--- config.mk ---
export PLATFORM = sky130hd
export DESIGN_NAME = cacheline_burst_adaptor
export DESIGN_NICKNAME = d
export VERILOG_FILES = /design/src/rtl/cacheline_burst_adaptor.sv
export SDC_FILE = /design/constraint.sdc
export NUM_CORES = 1
export LEC_CHECK = 0
export CAP_MARGIN = 40
export CORE_AREA = 2 2 277 279
export DETAILED_ROUTE_END_ITERATION = 6
export DIE_AREA = 0 0 279 281
export PLACE_DENSITY = 0.59
export SLEW_MARGIN = 20
export SYNTH_ARGS = -nofsm -noshare
export SYNTH_HDL_FRONTEND = slang
export SYNTH_SLANG_ARGS = --single-unit
--- constraint.sdc ---
create_clock -name clk -period 5 [get_ports clk]
set_input_delay 0.5 -clock clk [delete_from_list [all_inputs] [get_ports clk]]
set_output_delay 0.5 -clock clk [all_outputs]
set_load 0.005 [all_outputs]
--- src/rtl/cacheline_burst_adaptor.sv ---
// Cacheline <-> memory burst adaptor: splits a 256-bit line into 64-bit beats
// for write-back and reassembles beats into a line for fills.
module cacheline_burst_adaptor #(
    parameter int LINE_W  = 256,
    parameter int BURST_W = 64,
    parameter int ADDR_W  = 32
) (
    input  logic               clk,
    input  logic               rst,
    input  logic [LINE_W-1:0]  line_i,
    output logic [LINE_W-1:0]  line_o,
    input  logic [ADDR_W-1:0]  address_i,
    input  logic               read_i,
    input  logic               write_i,
    output logic               resp_o,
    input  logic [BURST_W-1:0] burst_i,
    output logic [BURST_W-1:0] burst_o,
    output logic [ADDR_W-1:0]  address_o,
    output logic               read_o,
    output logic               write_o,
    input  logic               resp_i
);
    localparam int BEATS = LINE_W / BURST_W;
    localparam int OFFS  = $clog2(LINE_W / 8);
    localparam int CNT_W = $clog2(BEATS);
    localparam logic [ADDR_W-1:0] ALIGN_MASK = ~ADDR_W'((1 << OFFS) - 1);

    typedef enum logic [1:0] {IDLE, RD_BURST, WR_BURST, DONE} state_t;

    state_t             r_state, w_next;
    logic [CNT_W-1:0]   r_cnt;
    logic [ADDR_W-1:0]  r_addr;
    logic [LINE_W-1:0]  r_wbuf;
    logic [LINE_W-1:0]  r_line;
    logic               w_last;

    assign w_last = resp_i && (r_cnt == CNT_W'(BEATS - 1));

    always_comb begin
        w_next = r_state;
        case (r_state)
            IDLE: begin
                // write wins when both are raised together
                if (write_i)     w_next = WR_BURST;
                else if (read_i) w_next = RD_BURST;
            end
            RD_BURST, WR_BURST: if (w_last) w_next = DONE;
            DONE:    w_next = IDLE;
            default: w_next = IDLE;
        endcase
    end

    always_ff @(posedge clk or negedge rst) begin
        if (!rst) begin
            r_state <= IDLE;
            r_cnt   <= '0;
            r_addr  <= '0;
            r_wbuf  <= '0;
            r_line  <= '0;
        end else begin
            r_state <= w_next;
            case (r_state)
                IDLE: begin
                    if (write_i || read_i) r_addr <= address_i & ALIGN_MASK;
                    if (write_i)           r_wbuf <= line_i;
                end
                RD_BURST: begin
                    if (resp_i) begin
                        r_line[BURST_W*r_cnt +: BURST_W] <= burst_i;
                        r_cnt <= r_cnt + 1'b1;
                    end
                end
                WR_BURST: begin
                    if (resp_i) r_cnt <= r_cnt + 1'b1;
                end
                default: ;
            endcase
        end
    end

    assign read_o    = (r_state == RD_BURST);
    assign write_o   = (r_state == WR_BURST);
    assign resp_o    = (r_state == DONE);
    assign line_o    = r_line;
    assign address_o = (read_o || write_o) ? r_addr : '0;
    assign burst_o   = write_o ? r_wbuf[BURST_W*r_cnt +: BURST_W] : '0;
endmodule

[Word level (Yosys, flattened, before mapping)]
Index checks and enable logic that the tools add are counted.
Operators by class
  add/sub/neg operators: 2
  equality and inequality tests: 6
  shift operators: 3
  muxes and demuxes: 7
  reductions and logical operators: 10
Operator list (number)
  256-bit bitwise mux: 1
  64-bit by 34-bit variable shift with 256-bit output (first input constant): 1
  256-bit by 9-bit indexed part select with 64-bit output: 1
  64-bit by 34-bit indexed part select with 256-bit output: 1
  64-bit two-way mux: 1
  8-bit negator with 34-bit output: 1
  32-bit two-way mux: 1
  2-bit AND reduction: 5
  2-bit == test (second input constant): 3
  2-bit two-way mux: 3
  2-bit case mux with 3 select lines: 1
  3-bit inequality test (second input constant): 1
  2-bit by 1-bit adder with 2-bit output (second input constant): 1
  2-bit by 1-bit == test with 1-bit output (second input constant): 1
  2-bit logical NOT: 1
  1-bit logical OR: 2
  2-bit by 1-bit inequality test with 1-bit output (second input constant): 1
  2-bit OR reduction: 1
  1-bit logical AND: 1
Word-level totals
  flip-flop bits (word level): 543
  input port bits: 357
  output and inout port bits: 355
  logic and storage cells: 33

[Logic depth before layout (Yosys ltp)]
Gate-level depths: netlist of run 1.
  depth after elaboration: 4
  depth in mapped cells: 9
  mapped depth without buffers: 5

[Least setup slack after synthesis of run 1]
Ideal clock, no wire load.
  path type: reg-to-reg
  start: register r_cnt[1]
  end: register r_line[132], in the netlist line_o[132]
  library setup time: 0.065 ns
  arrival: 2.327 ns
  data required time: 4.935 ns
  slack: 2.607 ns
  stages on the path, launching flop included: 9
  path buffers: 3
  period minus slack after synthesis: 2.393 ns
  cell sequence: dfrtp_1 -> buf_2 -> buf_1 -> inv_1 -> ha_1 -> nand2b_1 -> nor4_4 -> buf_6 -> a22o_1
Between the ends
  longest elaborated chain between the ends: 3
  elaborated cells between the ends (all ways): 4
  classes of those cells: add/sub (1); shift (2); mux (1)
Ends and longest elaborated chain
  from (decl): RTL line 31  | logic [CNT_W-1:0] r_cnt;
  from (signal assigned): RTL line 70  | r_cnt <= r_cnt + 1'b1;
  from (signal assigned): RTL line 74  | if (resp_i) r_cnt <= r_cnt + 1'b1;
  8-bit negator with 34-bit output *: RTL line 69  | r_line[BURST_W*r_cnt +: BURST_W] <= burst_i;
  64-bit by 34-bit indexed part select with 256-bit output / 64-bit by 34-bit variable shift with 256-bit output (equally long branches): RTL line 69
  256-bit bitwise mux *: RTL line 69
  to (signal, indexed assignment): RTL line 69
  to (decl): RTL line 34  | logic [LINE_W-1:0] r_line;
Every way passes the cells marked *; elsewhere a longest branch is shown, timed or not.
A chain may end at the register's enable or synchronous reset.

[Worst setup path after layout of run 1]
  start: register r_cnt[0]
  end: output burst_o[6]
Between the ends
  longest elaborated chain between the ends: 2
Ends and longest elaborated chain
  256-bit by 9-bit indexed part select with 64-bit output: RTL line 86  | assign burst_o = write_o ? r_wbuf[BURST_W*r_cnt +: BURST_W] : '0;
  64-bit two-way mux: RTL line 86
  to (decl): RTL line 17  | output logic [BURST_W-1:0] burst_o,
Every way passes these cells.

==> out/metrics.yaml, run 1 <==
cts.sinks: 543
clock-skew-final_ns: 0.0109
final_common_cell: "clkdlybuf4s50_1"
finalInstanceArea_um2: 32300
grt-ovfl-total: 0
cp.required_ns: 4.50
fin_crit_sh: 0.725
die_area_um2: 78400
place_area_um2: 30300
grt_start_max_net_pins: 118
drtIter0Drc: 805
tightest_slew_ns: 0.872
endpoint_kind: "output pin"
relSlewSlack: 0.419
cts_tree: "yes"
grt_pass1_wl_mm: 109
numCtsBuffers: 60
die_y_um: 281
cp-endpoint: "burst_o[6]"
final_nets: 2453
route.antenna.remaining_nets: 0
yosys.area_share.simple: 0.0337
netlist_area_um2: 22000
power.density_nw_per_um2: 641
slew_viol_final: 0
setup-tns-final_ns: 0
cts_root_buffer: "clkbuf_16"
rows: 101
synth_top_family_by_area: "multiplexers"
finalHoldViolations: 0
clk_latency_ns: 0.61
vdd_ir_drop_max_mv: 0.632
first_pass_iters: 5
mostFrequentLayoutCells: "700 x clkdlybuf4s50_1, 541 x dfrtp_1, 286 x mux2_2, 256 x a22o_1, 91 x and2_1"
core_um2: 75400
synth_cells: 1395
fin_crit_ns: 3.63
port_buffers: 701
die_w_um: 279
r2r_start: "r_cnt[0]"
dp_hpwl_mm: 51.6
ys_types: 28
drcViolationCount: 0
cts.reportedPaths.clkPinSlew_ns: 0.06
track_usage: 0.183
hold_path_class: "reg -> reg"
max_cap_viol_count: 0
synth_top_cell_area_share: 0.618
synth_warnings: 0
cp.arrival_ns: 3.13
h-tree-depth: 2
rsz0062_at_grt: "no"
final_layout_size_suffix_gt1_frac: 0.231
start_util: 0.292
setup_violations: 0
synth_compound_area_frac: 0.103
clockBufferDepth: 3
max_freq_ghz: 0.276
via_per_inst: 4.90
synth-seq-cells: 543
synthAdderAreaFrac: 0.00569
synth_area_leader_cell: "dfrtp_1"
wire_per_inst_um: 23.5
synth_xor_area_frac: 0.000398
num_vias: 15300
start_kind: "register"
place_congestion: 0.810
critPathLaunch: "r_cnt[0]"
synth.area.mux_share: 0.212
syn2layout_area_growth_pct: 46.8
regToRegSetupSlack_ns: 2.26
antenna_found_initial: 19
synth_area_leaders: "dfrtp_1 62%, mux2_2 15%, a22o_1 10%, mux4_2 6.6%, and2_1 2.6%"
grt_pass1_vias: 16600
reg2regPathDepth: 6
total_power_mw: 20.7
io_pins: 712
cts_setup_buffers: 0
status: "complete, no violations"
r2r-end: "line_o[100]"
critical_path_class: "reg -> out"
worst-path-max-fanout: 36
syn_area_per_cell_um2: 15.8
wirelength_mm: 73.1
synth-seq-area-share: 0.618
p_leak_nw: 13.7
[cell type report]
type | instances | area [µm²]
Multi-Input combinational cell | 737 | 7890
Fill cell | 6794 | 43200
Sequential cell | 543 | 13600
Clock buffer | 90 | 1760
Timing Repair Buffer | 738 | 7590
Inverter | 6 | 22.5
Antenna cell | 2 | 5.00
Clock inverter | 17 | 205
Tap cell | 978 | 1220
[repair_timing]
action | CTS | global route
resized for setup | 0 | 0
hold buffers | 1 | 0
hold endpoints to repair | 89 | 0
[synth_stat cells]
cell type  number
o21ai_2         1
nor4b_4         1
buf_1           2
nor3b_1         1
nand3_2         1
ha_1           10
mux4_2         64
nor2_1          2
nand2_1         5
inv_1           6
nand3_1         4
nor3_1          1
nand4b_1        1
a22oi_1         1
xnor2_1         1
a22o_1        256
conb_1          1
nand2b_1        2
dfrtp_1       543
mux2_2        286
and2_1         91
buf_6           7
nor4b_2         1
nor4_4          2
clkbuf_1       43
o21ai_0         1
buf_2          50
buf_4          11
[sequential cells by signal, summed over array words and instances (netlist names)]
name,flops
r_cnt,2
r_wbuf,256
r_addr,27
r_state,2
line_o,256
[cell families after synthesis]
kind of cell / after synthesis
DFF: 543
muxes: 350
AOI/OAI and AO/OA: 259
buffers and inverters: 119
and+or+nand+nor: 112
adders and majority gates: 10
other: 1
xor gates and xnor gates: 1
[layer usage]
metal  global-route usage  vias to the layer above  part of all wire
met4               0.0436                       30             0.019
met2                0.312                      636              0.50
li1                     -                     6595                 -
met5                    0                        -            0.0027
met3               0.0739                      109             0.098
met1                0.215                     7883              0.38
[how the worst min path moves through the flow]
| stage | from | to | slack [ns] | cells after the start |
|---|---|---|---|---|
| after floorplan | rst | line_o[0] | 0.20 | 0 |
| after global placement | r_addr[22] | r_addr[22] | 0.48 | 1 |
| after detailed placement | r_addr[30] | r_addr[30] | 0.49 | 1 |
| after CTS | line_i[134] | r_wbuf[134] | 0.45 | 2 |
| after global routing | line_i[134] | r_wbuf[134] | 0.46 | 2 |
| final | r_wbuf[194] | r_wbuf[194] | 0.50 | 1 |
[power by group]
part           total, mW  internal [mW]  switching (mW)
combinational       8.60           5.60            3.00
clock               4.40           2.62            1.78
sequential          7.70           6.53            1.17
total               20.7           14.7            5.96
[through the flow]
step | util | cells | hold WS [ns] | setup slack, ns
after CTS | 0.428 | 3108 | 0.453 | 1.23
after global routing | 0.428 | 3110 | 0.463 | 1.16
final | 0.428 | 3111 | 0.499 | 1.37
after floorplan | - | 1399 | 0.204 | 2.61
after detailed placement | 0.401 | 3000 | 0.487 | 1.92
after global placement | 0.398 | 2990 | 0.479 | 1.61
[worst max-delay path, stage by stage, from the launching register on]
cell and delay (ns):
dfrtp_4 0.56, buf_16 0.27, buf_12 0.36, mux4_2 0.58, and2_1 0.19, clkdlybuf4s50_1 0.50
Power figures use the tool's default switching activity.
==> run 2: changes to the inputs <==
--- a/config.mk
+++ b/config.mk
@@ -6,10 +6,10 @@
 export NUM_CORES = 1
 export LEC_CHECK = 0
 export CAP_MARGIN = 40
-export CORE_AREA = 2 2 277 279
+export CORE_AREA = 2 2 280 282
 export DETAILED_ROUTE_END_ITERATION = 6
-export DIE_AREA = 0 0 279 281
-export PLACE_DENSITY = 0.59
+export DIE_AREA = 0 0 282 284
+export PLACE_DENSITY = 0.58
 export SLEW_MARGIN = 20
 export SYNTH_ARGS = -nofsm -noshare
 export SYNTH_HDL_FRONTEND = slang
==> constraint.sdc (replaced) <==
create_clock -name clk -period 3.5 [get_ports clk]
set_input_delay 0.35 -clock clk [delete_from_list [all_inputs] [get_ports clk]]
set_output_delay 0.35 -clock clk [all_outputs]
set_load 0.005 [all_outputs]
==> run 2 against run 1 <==
Clock power rose by 53%. First-iteration DRC count shrank 10%. Worst hold slack worse by 0.16 ns. Non-clock buffer count rose by 6. Worst setup slack got worse by 1.0 ns. Flip-flop and latch count did not move. Sequential power is 43% higher. Critical path type unchanged. Critical endpoint is now burst_o[62]. Largest power group unchanged.
==> out/metrics.yaml, run 2 (synthesis results as in run 1) <==
cts.sinks: 543  # unchanged
start_kind: "register"  # unchanged
worst-path-max-fanout: 29  # was 36
holdPathStages: 2  # was 1
setup_violations: 0  # unchanged
cp.required_ns: 3.15  # was 4.50 ns
drtIter0Drc: 722  # was 805
r2r-end: "line_o[7]"  # was line_o[100]
tightest_slew_ns: 0.895  # was 0.872 ns
cts.reportedPaths.clkPinSlew_ns: 0.06  # about the same
antenna_found_initial: 16  # was 19
power.density_nw_per_um2: 920  # was 641 nW/µm²
status: "complete, no violations"  # unchanged
numCtsBuffers: 61  # was 60
clock-skew-final_ns: 0.0274  # was 0.0109 ns
wire_per_inst_um: 23.1  # was 23.5 µm
fin_crit_sh: 0.904
vdd_ir_drop_max_mv: 0.590  # was 0.632 mV
hp-start: "line_i[28]"  # was r_wbuf[194]
stdcell_count: 3190  # was 3,111
max_freq_ghz: 0.316
cts_tree: "yes"  # unchanged
dp_hpwl_mm: 52.4  # was 51.6 mm
worst_slack_ns: 0.337  # was 1.37 ns
final_nets: 2460  # was 2,453
slew_viol_final: 0  # unchanged
setup-tns-final_ns: 0  # unchanged
first_pass_iters: 5  # unchanged
final_common_cell: "clkdlybuf4s50_1"  # unchanged
route.antenna.remaining_nets: 0  # unchanged
wirelength_mm: 73.8  # was 73.1 mm
endpoint_kind: "output pin"  # unchanged
track_usage: 0.181  # was 0.183
start_util: 0.286  # was 0.292
h-tree-depth: 2  # unchanged
die_w_um: 282  # was 279 µm
place_congestion: 0.807  # was 0.810
rsz0062_at_grt: "no"  # unchanged
critical_path_class: "reg -> out"  # unchanged
reg2regPathDepth: 5  # was 6
fin_crit_ns: 3.16
syn2layout_area_growth_pct: 48.1  # was 46.8%
rows: 102  # was 101
p_leak_nw: 13.8  # was 13.7 nW
hold_end: "r_wbuf[28]"  # was r_wbuf[194]
grt_pass1_wl_mm: 110  # was 109 mm
r2r_start: "r_state[1]"  # was r_cnt[0]
io_pins: 712  # unchanged
dp_slack_ns: 0.873  # was 1.92 ns
clk_latency_ns: 0.62  # was 0.61 ns
hold_path_class: "in -> reg"  # was reg -> reg
grt_pass1_vias: 16700  # was 16,600
grt-ovfl-total: 0  # unchanged
cp.arrival_ns: 2.81  # was 3.13 ns
grt_start_max_net_pins: 91  # was 118
num_vias: 15200  # was 15,300
max_cap_viol_count: 0  # unchanged
regToRegSetupSlack_ns: 1.01  # was 2.26 ns
die_area_um2: 80100  # was 78,400 µm²
cts_root_buffer: "clkbuf_16"  # unchanged
via_per_inst: 4.77  # was 4.90
drcViolationCount: 0  # unchanged
core_um2: 77000  # was 75,400 µm²
finalHoldViolations: 0  # unchanged
placed_cells: 3068  # was 3,000
clockBufferDepth: 3  # unchanged
port_buffers: 701  # unchanged
die_y_um: 284  # was 281 µm
mostFrequentLayoutCells: "700 x clkdlybuf4s50_1, 541 x dfrtp_1, 286 x mux2_2, 256 x a22o_1, 91 x and2_1"  # unchanged
final_layout_size_suffix_gt1_frac: 0.238  # was 0.231
relSlewSlack: 0.403  # was 0.419
-- run 2: through the flow --
stage	instance area, µm²	hold slack [ns]	utilization	power (mW)
2_1_floorplan	22000	0.0544	-	16.8
3_3_place_gp	30300	0.458	0.394	23.1
3_5_place_dp	30400	0.469	0.395	23.5
4_1_cts	32600	0.280	0.423	30.4
5_1_grt	32600	0.296	0.423	31.7
6_report	32600	0.336	0.423	30.0
-- run 2: layout make-up --
type                    instances  area (µm²)
flip-flops and latches        543       13600
clock inverters                28         357
inverters                       6        22.5
clock buffers                  87        1760
well taps                    1040        1300
diodes                          5        12.5
repair buffers                744        7640
fillers                      7119       44400
multi-input cells             737        7890
-- run 2: power breakdown --
| group | internal [mW] | switching (mW) |
|---|---|---|
| sequential | 9.32 | 1.71 |
| combinational | 7.94 | 4.25 |
| clock | 4.03 | 2.70 |
-- run 2: worst max path at each step --
stage	cells past startpoint	end	slack, ns	startpoint
2_1_floorplan	8	line_o[132]	1.11	r_cnt[1]
3_3_place_gp	3	line_o[58]	0.73	resp_i
3_5_place_dp	4	line_o[7]	0.87	resp_i
4_1_cts	4	burst_o[62]	0.23	r_cnt[0]
5_1_grt	4	burst_o[62]	0.20	r_cnt[0]
6_report	4	burst_o[62]	0.34	r_cnt[0]
-- run 2: repair_timing --
item	CTS	global route
setup buffers	0	0
hold endpoints to repair	77	0
hold buffers	1	0
gates resized for setup	0	0
-- run 2: critical path, stage by stage, from the launching register on --
cell	delay [ns]
dfrtp_4	0.52
buf_12	0.28
mux4_2	0.55
and2_1	0.17
clkdlybuf4s50_1	0.63
-- run 2: per-layer routing --
layer  global-route usage  vias to the layer above  routed length [µm]
li1                     -                     6608                   -
met1                0.206                     7862               27300
met2                0.317                      607               37100
met3               0.0686                      120                7400
met4               0.0464                       24                1750
met5                    0                        -                 160
==> run 3: changes to the inputs <==
--- a/config.mk
+++ b/config.mk
@@ -10,7 +10,8 @@
 export DETAILED_ROUTE_END_ITERATION = 6
 export DIE_AREA = 0 0 282 284
 export PLACE_DENSITY = 0.58
-export SLEW_MARGIN = 20
+export SETUP_SLACK_MARGIN = 0.05
+export SLEW_MARGIN = 15
 export SYNTH_ARGS = -nofsm -noshare
 export SYNTH_HDL_FRONTEND = slang
 export SYNTH_SLANG_ARGS = --single-unit
==> run 3 against run 2 <==
Cell area fell by 0.48%. First-iteration DRC count fell by 4.2%. Combinational power barely moved. Non-clock buffer count did not move. Critical path depth did not move. Flip-flop and latch count did not move. Total power fell by 1.4%. Die area did not move. Final cell count fell by 0.31%. Register-to-register slack improved by 0.05 ns. Clock power fell by 7.1%. Global-route usage barely moved. Critical endpoint unchanged.
==> out/metrics.yaml, run 3 (synthesis results as in run 1) <==
cts_resized: 0  # unchanged
fin_crit_sh: 0.915  # was 0.904
cts.sinks: 543  # unchanged
drcViolationCount: 0  # unchanged
die_w_um: 282  # unchanged
port_buffers: 701  # unchanged
vdd_ir_drop_max_mv: 0.538  # was 0.590 mV
syn2layout_area_growth_pct: 47.4  # was 48.1%
first_pass_iters: 4  # was 5
regToRegSetupSlack_ns: 1.06  # was 1.01 ns
route.antenna.remaining_nets: 0  # unchanged
start_util: 0.286  # unchanged
die_area_um2: 80100  # unchanged
h-tree-depth: 2  # unchanged
power.density_nw_per_um2: 911  # was 920 nW/µm²
rsz0062_at_grt: "no"  # unchanged
max_freq_ghz: 0.312  # was 0.316 GHz
cts_setup_buffers: 0  # unchanged
endpoint_kind: "output pin"  # unchanged
worst-path-max-fanout: 29  # unchanged
track_usage: 0.181  # about the same
drtIter0Drc: 692  # was 722
setup_violations: 0  # unchanged
r2r_start: "r_cnt[0]"  # was r_state[1]
start_kind: "register"  # unchanged
final_nets: 2460  # unchanged
clock-skew-final_ns: 0.0208  # was 0.0274 ns
reg2regPathDepth: 5  # unchanged
cp_cell_sequence: "buf_12 -> mux4_2 -> and2_1 -> clkdlybuf4s50_1"  # unchanged
dp_hpwl_mm: 52.4  # about the same
final_layout_size_suffix_gt1_frac: 0.234  # was 0.238
setup-tns-final_ns: 0  # unchanged
final_common_cell: "clkdlybuf4s50_1"  # unchanged
cp.required_ns: 3.15  # about the same
slew_viol_final: 0  # unchanged
r2r-end: "line_o[9]"  # was line_o[7]
mostFrequentLayoutCells: "700 x clkdlybuf4s50_1, 541 x dfrtp_1, 286 x mux2_2, 256 x a22o_1, 91 x and2_1"  # unchanged
rows: 102  # unchanged
grt_pass1_vias: 16700  # about the same
num_vias: 15100  # was 15,200
grt_start_max_net_pins: 91  # unchanged
wire_per_inst_um: 23.3  # was 23.1 µm
clk_latency_ns: 0.62  # about the same
cts_hold_buf: 1  # unchanged
cpPeakStageDelay_ns: 0.68  # was 0.63 ns
cts_root_buffer: "clkbuf_16"  # unchanged
hold_path_class: "in -> async"  # was in -> reg
io_pins: 712  # unchanged
tightest_slew_ns: 0.897  # was 0.895 ns
cts_tree: "yes"  # unchanged
grt-ovfl-total: 0  # unchanged
cp_slowest_cell: "clkdlybuf4s50_1"  # unchanged
place_congestion: 0.807  # unchanged
via_per_inst: 4.74  # was 4.77
wirelength_mm: 74.1  # was 73.8 mm
antenna_found_initial: 19  # was 16
finalHoldViolations: 0  # unchanged
numCtsBuffers: 61  # unchanged
status: "complete, no violations"  # unchanged
cts.reportedPaths.clkPinSlew_ns: 0.06  # about the same
p_leak_nw: 13.7  # was 13.8 nW
grt_pass1_wl_mm: 109  # was 110 mm
core_um2: 77000  # unchanged
max_cap_viol_count: 0  # unchanged
relSlewSlack: 0.402  # was 0.403
clockBufferDepth: 3  # unchanged
fin_crit_ns: 3.20  # was 3.16 ns
die_y_um: 284  # unchanged
critical_path_class: "reg -> out"  # unchanged
cp.arrival_ns: 2.85  # was 2.81 ns
total_power_mw: 29.5  # was 30.0 mW
-- run 3: cell count changes in the layout (fill, tap and decap cells not counted), moves of 2 or more --
| cell | delta |
|---|---|
| inv_8 | -2 |
| clkbuf_8 | -2 |
| clkbuf_1 | +2 |
| clkbuf_16 | +2 |
| clkinv_2 | -2 |
| buf_16 | +2 |
| bufinv_16 | -5 |
-- run 3: worst max path at each step --
stage              from           to  slack [ns]  depth (start not counted)
2_1_floorplan  r_cnt[1]  line_o[132]        1.11                          8
3_3_place_gp     resp_i   line_o[58]        0.73                          3
3_5_place_dp     resp_i    line_o[7]        0.85                          4
4_1_cts        r_cnt[0]  burst_o[62]        0.25                          4
5_1_grt        r_cnt[0]  burst_o[62]        0.21                          4
6_report       r_cnt[0]  burst_o[62]        0.30                          4
-- run 3: layout make-up --
class | instances | area (µm²)
inverters | 6 | 22.5
clock inverters | 16 | 149
fillers | 7123 | 44500
diodes | 5 | 12.5
clock buffers | 89 | 1790
flip-flops and latches | 543 | 13600
multi-input cells | 737 | 7890
repair buffers | 744 | 7660
well taps | 1040 | 1300
-- run 3: worst max-delay path, delay by kind of cell, from the launching register on --
| family | cells | cell delay [ns] |
|---|---|---|
| multiplexers | 1 | 0.55 |
| buffers and inverters | 2 | 0.98 |
| AND/OR/NAND/NOR | 1 | 0.17 |
| flip-flops | 1 | 0.52 |
-- run 3: layer usage --
layer / wire, µm / GRT usage
met2: 36800 / 0.313
met5: 157 / 0
met1: 27700 / 0.206
met3: 7220 / 0.0677
met4: 2200 / 0.0580
-- run 3: report_power, final --
group          internal (mW)  switching (mW)  leakage, nW  total (mW)
clock network           3.66            2.59        0.953        6.25
logic                   7.98            4.27         5.82        12.3
registers               9.32            1.71         6.91        11.0
total                   21.0            8.57         13.7        29.5
-- run 3: metrics by stage --
step	instance area (µm²)	util	setup WS [ns]	std cells	hold WS [ns]
floorplan	22000	-	1.11	1399	0.0544
global placement	30300	0.394	0.728	3064	0.458
detailed placement	30400	0.395	0.853	3068	0.469
CTS	32400	0.421	0.249	3174	0.283
global route	32400	0.421	0.209	3179	0.303
finish	32400	0.421	0.298	3180	0.332
